**src/rtl/sysid_reader_pkg.sv**
```systemverilog
// Shared types and constants for the system ID reader: FSM states, word
// addresses of the ID peripheral, and the default expected contents.
package sysid_reader_pkg;

    typedef enum logic [2:0] {
        IDLE,
        ID_REQ,
        ID_WAIT,
        TS_REQ,
        TS_WAIT,
        FIN
    } state_t;

    localparam logic ID_WORD_ADDR = 1'b0;
    localparam logic TS_WORD_ADDR = 1'b1;

    localparam logic [31:0] DEFAULT_EXPECTED_ID        = 32'h4352_0D20;
    localparam logic [31:0] DEFAULT_EXPECTED_TIMESTAMP = 32'h4C34_24BF;
    localparam int          DEFAULT_TIMEOUT_CYCLES     = 255;

endpackage

```
**src/rtl/sysid_reader_timeout.sv**
```systemverilog
// Per-transaction watchdog: a loadable up-counter that flags when it has
// counted LIMIT cycles since it was last cleared.
module sysid_reader_timeout #(
    parameter int LIMIT = 255
) (
    input  logic                         clock,
    input  logic                         reset,
    input  logic                         i_clear,
    input  logic                         i_load,
    input  logic [$clog2(LIMIT+1)-1:0]   i_loadValue,
    input  logic                         i_enable,
    output logic                         o_expired
);

    localparam int CW = $clog2(LIMIT + 1);

    logic [CW-1:0] r_count;

    // Clear beats load beats count; the owner stops enabling once expired,
    // so the counter never needs to wrap.
    always_ff @(posedge clock) begin
        if (reset || i_clear) begin
            r_count <= '0;
        end else if (i_load) begin
            r_count <= i_loadValue;
        end else if (i_enable) begin
            r_count <= r_count + CW'(1);
        end
    end

    assign o_expired = (r_count == CW'(LIMIT));

endmodule

```
**src/rtl/sysid_reader.sv**
```systemverilog
// Avalon-MM read master that fetches the system ID and build timestamp words
// and reports whether they match the expected values.
module sysid_reader
    import sysid_reader_pkg::*;
#(
    parameter logic [31:0] EXPECTED_ID        = DEFAULT_EXPECTED_ID,
    parameter logic [31:0] EXPECTED_TIMESTAMP = DEFAULT_EXPECTED_TIMESTAMP,
    parameter int          TIMEOUT_CYCLES     = DEFAULT_TIMEOUT_CYCLES
) (
    input  logic        clock,
    input  logic        reset,
    input  logic        start,
    output logic        avm_address,
    output logic        avm_read,
    input  logic        avm_waitrequest,
    input  logic [31:0] avm_readdata,
    input  logic        avm_readdatavalid,
    output logic        busy,
    output logic        done,
    output logic        id_ok,
    output logic        ts_ok,
    output logic        timeout_err,
    output logic [31:0] id_value,
    output logic [31:0] ts_value
);

    state_t      r_state;
    logic        r_address;
    logic        r_read;
    logic        r_busy;
    logic        r_done;
    logic        r_idOk;
    logic        r_tsOk;
    logic        r_timeoutErr;
    logic [31:0] r_idValue;
    logic [31:0] r_tsValue;

    logic w_accept;
    logic w_inXfer;
    logic w_idCapture;
    logic w_tsCapture;
    logic w_tmrClear;
    logic w_expired;

    assign w_accept    = r_read && !avm_waitrequest;
    assign w_inXfer    = (r_state == ID_REQ) || (r_state == ID_WAIT) ||
                         (r_state == TS_REQ) || (r_state == TS_WAIT);
    // Data counts in a WAIT state, or in the acceptance cycle of a REQ state.
    assign w_idCapture = avm_readdatavalid &&
                         ((r_state == ID_WAIT) || ((r_state == ID_REQ) && w_accept));
    assign w_tsCapture = avm_readdatavalid &&
                         ((r_state == TS_WAIT) || ((r_state == TS_REQ) && w_accept));
    assign w_tmrClear  = !w_inXfer || w_idCapture;

    sysid_reader_timeout #(
        .LIMIT (TIMEOUT_CYCLES)
    ) u_timeout (
        .clock       (clock),
        .reset       (reset),
        .i_clear     (w_tmrClear),
        .i_load      (1'b0),
        .i_loadValue ('0),
        .i_enable    (w_inXfer),
        .o_expired   (w_expired)
    );

    // Captured data takes priority over an expiring watchdog in the same cycle.
    always_ff @(posedge clock) begin
        if (reset) begin
            r_state      <= IDLE;
            r_address    <= ID_WORD_ADDR;
            r_read       <= 1'b0;
            r_busy       <= 1'b0;
            r_done       <= 1'b0;
            r_idOk       <= 1'b0;
            r_tsOk       <= 1'b0;
            r_timeoutErr <= 1'b0;
            r_idValue    <= '0;
            r_tsValue    <= '0;
        end else begin
            r_done <= 1'b0;
            case (r_state)
                IDLE: begin
                    if (start) begin
                        r_idOk       <= 1'b0;
                        r_tsOk       <= 1'b0;
                        r_timeoutErr <= 1'b0;
                        r_idValue    <= '0;
                        r_tsValue    <= '0;
                        r_busy       <= 1'b1;
                        r_read       <= 1'b1;
                        r_address    <= ID_WORD_ADDR;
                        r_state      <= ID_REQ;
                    end
                end
                ID_REQ, ID_WAIT: begin
                    if (w_idCapture) begin
                        r_idValue <= avm_readdata;
                        r_idOk    <= (avm_readdata == EXPECTED_ID);
                        r_read    <= 1'b1;
                        r_address <= TS_WORD_ADDR;
                        r_state   <= TS_REQ;
                    end else if (w_expired) begin
                        r_timeoutErr <= 1'b1;
                        r_read       <= 1'b0;
                        r_busy       <= 1'b0;
                        r_done       <= 1'b1;
                        r_state      <= FIN;
                    end else if (w_accept) begin
                        r_read  <= 1'b0;
                        r_state <= ID_WAIT;
                    end
                end
                TS_REQ, TS_WAIT: begin
                    if (w_tsCapture) begin
                        r_tsValue <= avm_readdata;
                        r_tsOk    <= (avm_readdata == EXPECTED_TIMESTAMP);
                        r_read    <= 1'b0;
                        r_busy    <= 1'b0;
                        r_done    <= 1'b1;
                        r_state   <= FIN;
                    end else if (w_expired) begin
                        r_timeoutErr <= 1'b1;
                        r_read       <= 1'b0;
                        r_busy       <= 1'b0;
                        r_done       <= 1'b1;
                        r_state      <= FIN;
                    end else if (w_accept) begin
                        r_read  <= 1'b0;
                        r_state <= TS_WAIT;
                    end
                end
                FIN: begin
                    r_state <= IDLE;
                end
                default: begin
                    r_state <= IDLE;
                end
            endcase
        end
    end

    assign avm_address = r_address;
    assign avm_read    = r_read;
    assign busy        = r_busy;
    assign done        = r_done;
    assign id_ok       = r_idOk;
    assign ts_ok       = r_tsOk;
    assign timeout_err = r_timeoutErr;
    assign id_value    = r_idValue;
    assign ts_value    = r_tsValue;

endmodule
```
**config.mk**
```make
export PLATFORM = sky130hd
export DESIGN_NAME = sysid_reader
export DESIGN_NICKNAME = d
export VERILOG_FILES = /design/src/rtl/sysid_reader_pkg.sv /design/src/rtl/sysid_reader_timeout.sv /design/src/rtl/sysid_reader.sv
export SDC_FILE = /design/constraint.sdc
export NUM_CORES = 1
export LEC_CHECK = 0
export CAP_MARGIN = 10
export CELL_PAD_IN_SITES_DETAIL_PLACEMENT = 2
export CELL_PAD_IN_SITES_GLOBAL_PLACEMENT = 2
export CORE_MARGIN = 2
export CORE_UTILIZATION = 39
export DETAILED_ROUTE_END_ITERATION = 6
export DONT_BUFFER_PORTS = 1
export PLACE_DENSITY_LB_ADDON = 0.1
export SLEW_MARGIN = 10
export SYNTH_ARGS = -nofsm -noshare
export SYNTH_HDL_FRONTEND = slang
export SYNTH_SLANG_ARGS = --single-unit
```
**constraint.sdc**
```tcl
create_clock -name clock -period 3 [get_ports clock]
set_input_delay 0.45 -clock clock [delete_from_list [all_inputs] [get_ports clock]]
set_output_delay 0.45 -clock clock [all_outputs]
set_load 0.01 [all_outputs]
```
==> flow_summary.toml, run 1 <==
[timing]
layout_worst_path_cycle_share = 0.745
period_minus_slack_ns = 2.24
tightest_slew_ns = 0.718
report.final.slew_viol_count = 0
hold_viol_final = 0
fin_hold_ws_ns = 0.180
max_freq_ghz = 0.447
maxSlewHeadroom = 0.521
finalSetupTns_ns = 0
fin_skew_ns = 0.0102
setup_viol = 0
worst_slack_ns = 0.764
rsz0062_at_grt = "false"

[logic_synthesis]
ys_types = 47
netlist_instances = 354
synth_edf_count = 0
yosys_warnings = 0
synth.top_cells.by_area = "dfxtp_1 (51%), a22o_1 (8.4%), o21ai_0 (5.9%)"
synth_commonest_cells = "dfxtp_1 (82), nand2_1 (40), o21ai_0 (38)"
synth_nets = 392
synth-seq-area-share = 0.505
syn_area_per_cell_um2 = 9.18
syn_area_um2 = 3250
ys.flop_type = "dfxtp_1"
synth_top_area_frac = 0.505
synth.largest_area_cell = "dfxtp_1"
yosys.cell_count.top_type = "dfxtp_1"
synth_seq_cells = 82
async_flop_share = 0

[hold_path]
worstHoldStart = "reset"
hold_depth = 1
hp-class = "in2reg"
min_to = "avm_read"

[clock_network]
ctsRootBufferMaster = "clkbuf_8"
cts_resized = 0
cts_setup_buffers = 0
clk_pin_slew_ns = 0.09
h-tree-depth = 3
cts.path.max_buffers = 2
tritoncts = "done"
numCtsBuffers = 9
cts.sinks = 82
clk_latency_ns = 0.34
postCtsHoldBufs = 0

[global_routing]
met1_usage = 0.318
gr-usage-met3 = 0.0838
grt_max_degree = 42
antenna_found_initial = 0
grt_pass1_wl_mm = 16.5
grt.total_usage = 0.238
use_met2 = 0.365
grt-ovfl-total = 0
grt_pass1_vias = 2944
top_usage_layer = "met2"

[pwr]
vdd_ir_drop_max_mv = 0.210
p_leak_nw = 1.21
finalPower_mw = 2.57
power_density_nw_per_um2 = 736

[placement]
hpwlAfterDp_mm = 7.20
gp_congestion = 0.769
port_buffers = 0
dp_cells = 438
place_area_um2 = 3320
pre_cts_ws_ns = 0.834

[final_layout]
fin_nets = 382
layout.cells.non_filler = 453
drive_above_1_share = 0.0805
num_antenna_cells = 0
area_growth_pct = 7.24
stdcell_area_um2 = 3490
nFillCells = 881
final_util = 0.429

[routing]
vias_per_cell = 6.02
drt_iter0_markers = 98
dr.pass1.iters = 4
route.detailed.drc = 0
routed_wl_mm = 10.5
wl_per_cell_um = 23.1
postRouteAntennaNets = 0
dr_total_vias = 2725

[run]
maxCapViolCount = 0

[floorplanning]
start_util = 0.400
dieHeight_um = 95.3
core_um2 = 8130
dieArea_um2 = 9080
num_rows = 33
pin_count = 108
die_w_um = 95.3

[setup_path]
cp-startpoint = "r_state[2]"
critical_path_class = "reg2reg"
cp-start-kind = "register"
critPathRequiredTime_ns = 3.28
reg2reg_to = "ts_value[15]"
ff2ff_path_depth = 5
reg2reg_slack_ns = 0.76
critical_path_arrival_ns = 2.51
crit_path_end_kind = "register"
regToRegStartpoint = "r_state[2]"
path_max_fanout = 22

[run_status]
outcome = "complete, no violations"
-- flip-flops by register name (all words and copies together) (netlist names) --
register,count
done,1
id_value,32
ts_value,32
busy,1
avm_read,1
u_timeout.r_count,8
ts_ok,1
avm_address,1
timeout_err,1
id_ok,1
r_state,3
-- routing by layer --
layer | vias up | wire (um)
li1 | 1265 | -
met1 | 1371 | 4680
met2 | 84 | 4840
met3 | 5 | 865
met4 | 0 | 81
met5 | - | 0
-- cell families (layout without fill, tap and decap cells) --
group | after synthesis | count (layout) | synth area share
buffers and inverters | 31 | 25 | 0.0420
adders and majority gates | 2 | 2 | 0.00693
muxes | 2 | 2 | 0.00654
and+or+nand+nor | 104 | 104 | 0.166
xor gates and xnor gates | 7 | 7 | 0.0189
DFF | 82 | 82 | 0.505
AOI/OAI and AO/OA | 126 | 126 | 0.255
-- cells in the final DEF, fill, tap and decap left out, types with 3 or more instances in the layout --
cell and instances:
a21o_1 3, a21oi_1 35, a22o_1 31, and3_1 4, buf_4 5, clkbuf_8 10, clkinv_2 3, dfxtp_1 82
inv_1 5, nand2_1 40, nand3_1 7, nand3b_1 3, nand4_1 7, nor2_1 13, nor2b_1 4, nor3_1 4
nor4_1 3, nor4b_1 4, nor4bb_1 3, o21a_1 4, o21ai_0 38, xnor2_1 5
-- worst max-delay path by stage --
stage	end	slack, ns	cells after the start
CTS	ts_value[14]	0.79	5
global placement	ts_value[22]	0.91	5
global route	ts_value[24]	0.57	5
floorplan	id_value[10]	1.33	6
detailed placement	ts_value[15]	0.83	5
finish	ts_value[15]	0.76	5
-- final cells by class --
type	count	area (um2)	area share
Clock buffer	10	138	0.0395
Clock inverter	5	31.3	0.00897
Inverter	5	18.8	0.00538
Multi-Input combinational cell	241	1490	0.427
Sequential cell	82	1640	0.471
Tap cell	105	131	0.0377
Timing Repair Buffer	5	37.5	0.0108
-- worst max-delay path, cell delays in order (launching register included) --
cell,delay [ns]
dfxtp_1,0.70
mux2_2,0.41
o2bb2ai_2,0.16
nor2_2,0.35
buf_4,0.35
a22o_1,0.19
-- report_power, final --
part / switching, mW / internal [mW]
clock network: 0.401 / 0.316
logic: 0.351 / 0.181
registers: 0.145 / 1.17
total: 0.897 / 1.67
No activity file was read; power rests on OpenSTA's default activity.
==> run 2: changes to the inputs <==
ABC_AREA = 1   (was unset)
CORE_UTILIZATION = 33   (was 39)
clock period = 2.3 ns   (was 3 ns; I/O delays follow)
==> run 2 against run 1 <==
Net effect: wire length increased by 5.2%; global-route usage is 3.5 points lower; clock power increased by 34%; synthesized cell count up 32%.
==> flow_summary.toml, run 2 <==
[run_status]
outcome = "complete, no violations"

[final_layout]
nFillCells = 1202
drive_above_1_share = 0.0730
layout_commonest_cell = "nand2_1"
final_util = 0.359
fin_nets = 499
num_antenna_cells = 0
layout_common_cells = "nand2_1 (146), dfxtp_1 (82), a21oi_1 (76)"
seq_area_um2 = 1640
area_growth_pct = 7.20
multi_input_area_um2 = 1520

[clock_network]
clk_latency_ns = 0.36
numCtsBuffers = 9
ctsRootBufferMaster = "clkbuf_8"
clk_pin_slew_ns = 0.09
postCtsHoldBufs = 0
cts_resized = 0
tritoncts = "done"
h-tree-depth = 3
cts.sinks = 82
cts.path.max_buffers = 2
cts_setup_buffers = 0

[global_routing]
grt_pass1_vias = 3304
grt_pass1_wl_mm = 17.6
top_usage_layer = "met2"
grt.total_usage = 0.202
grt-ovfl-total = 0
use_met2 = 0.343
gr-usage-met3 = 0.0631
grt_max_degree = 71
antenna_found_initial = 0
met1_usage = 0.241

[routing]
drt_iter0_markers = 90
route.detailed.drc = 0
wl_per_cell_um = 18.3
dr_total_vias = 3102
routed_wl_mm = 11.0
dr.pass1.iters = 4
postRouteAntennaNets = 0
vias_per_cell = 5.15

[logic_synthesis]
synth_top_area_frac = 0.482
ys.flop_type = "dfxtp_1"
synth.top_cells.by_area = "dfxtp_1 (48%), nand2_1 (16%), a21oi_1 (11%)"
ys_types = 30
synth_seq_cells = 82
syn_area_um2 = 3410
synthXorXnorAreaFrac = 0.00514
yosys.cell_count.top_type = "nand2_1"
synth_compound_area_frac = 0.135
syn_area_per_cell_um2 = 7.26
synth-seq-area-share = 0.482
yosys.area_share.simple = 0.301
synth_commonest_cells = "nand2_1 (146), dfxtp_1 (82), a21oi_1 (76)"
async_flop_share = 0
synth_edf_count = 0
yosys_warnings = 0
synth_nets = 507
synth_top_family_by_area = "simple AND/OR/NAND/NOR gates"
synthMuxAreaShare = 0
synth_fa_ha_area_frac = 0.00367
synth.largest_area_cell = "dfxtp_1"
netlist_instances = 469

[pwr]
pwr-share-clk = 0.230
p_int_mw = 2.35
seq_power_share = 0.425
vdd_ir_drop_max_mv = 0.406
sw_frac_of_total = 0.438
pwr-share-comb = 0.344
p_leak_nw = 1.28
net-switching-power_mw = 1.83
power_density_nw_per_um2 = 1140

[timing]
rsz0062_at_grt = "false"
fin_skew_ns = 0.00759
max_freq_ghz = 0.502
maxSlewHeadroom = 0.357
report.final.slew_viol_count = 0
tightest_slew_ns = 0.960
setup_viol = 0
period_minus_slack_ns = 1.99
hold_viol_final = 0
layout_worst_path_cycle_share = 0.866
finalSetupTns_ns = 0
fin_hold_ws_ns = 0.0392

[floorplanning]
num_rows = 37
dieArea_um2 = 11200
dieHeight_um = 106
start_util = 0.335
core_um2 = 10200
die_w_um = 106
pin_count = 108

[placement]
port_buffers = 0
hpwlAfterDp_mm = 7.62
gp_congestion = 0.828

[setup_path]
crit_path_end_kind = "register"
path_delay_family = "simple AND/OR/NAND/NOR gates"
critical_path_class = "reg2reg"
cp-start-kind = "register"
worst-path-buf-inv = 2
worstPathCellList = "inv_2 -> nand2_1 -> nor2_2 -> nand2_2 -> nand3_2 -> clkinv_2 -> o21ai_0 -> nor2_1"
critical_path_arrival_ns = 2.25
path_max_fanout = 34
critPathRequiredTime_ns = 2.55
max_stage_delay_ns = 0.40
cp_slowest_cell = "clkinv_2"

[run]
maxCapViolCount = 0

[hold_path]
hp-class = "in2reg"
run 2: changes by cell type after synthesis, moves of 5 or more:
cell / before / now
nand4_1: 7 / 2
nand3_1: 7 / 43
a22o_1: 31 / 0
a21oi_1: 35 / 76
inv_2: 0 / 6
buf_2: 16 / 6
inv_1: 5 / 25
nand2_1: 40 / 146
o21ai_0: 38 / 7
nor2_1: 14 / 26
run 2: worst paths after layout:
check	startpoint	to	slack, ns	cells past startpoint
worst max-delay path	r_state[0]	ts_ok	0.31	8
worst min-delay path	reset	id_value[17]	0.04	1
worst max register to register	r_state[0]	ts_ok	0.31	8
worst min register to register	u_timeout.r_count[0]	u_timeout.r_count[0]	0.45	1
run 2: area by class of cell:
class                   count  share of cell area
flip-flops and latches     82               0.449
well taps                 136              0.0466
clock buffers              12              0.0397
repair buffers              4             0.00822
inverters                  32              0.0332
multi-input cells         332               0.415
clock inverters             4             0.00754
run 2: logic make-up after synthesis:
kind of cell	count (synthesis)
xor gates and xnor gates	2
DFF	82
buffers and inverters	55
AOI/OAI and AO/OA	88
and+or+nand+nor	241
adders and majority gates	1
run 2: stage by stage:
step	worst slack (ns)	std cells	instance area [um2]	power, mW
floorplan	0.902	469	3410	2.97
global placement	0.270	586	3480	3.24
detailed placement	0.271	586	3480	3.29
CTS	0.249	602	3650	4.27
global route	0.0136	602	3650	4.53
finish	0.308	602	3650	4.18
run 2: routing by layer:
layer	share of wire	vias to the layer above
met5	0	-
met4	0.015	0
met3	0.071	15
met2	0.49	67
met1	0.42	1516
li1	-	1504
run 2: power groups by stage:
stage	clock network (mW)	logic (mW)	registers (mW)
global placement	0	1.43	1.81
finish	0.963	1.44	1.78
detailed placement	0	1.48	1.81
floorplan	0	1.21	1.76
CTS	1.00	1.49	1.78
global route	1.07	1.66	1.80
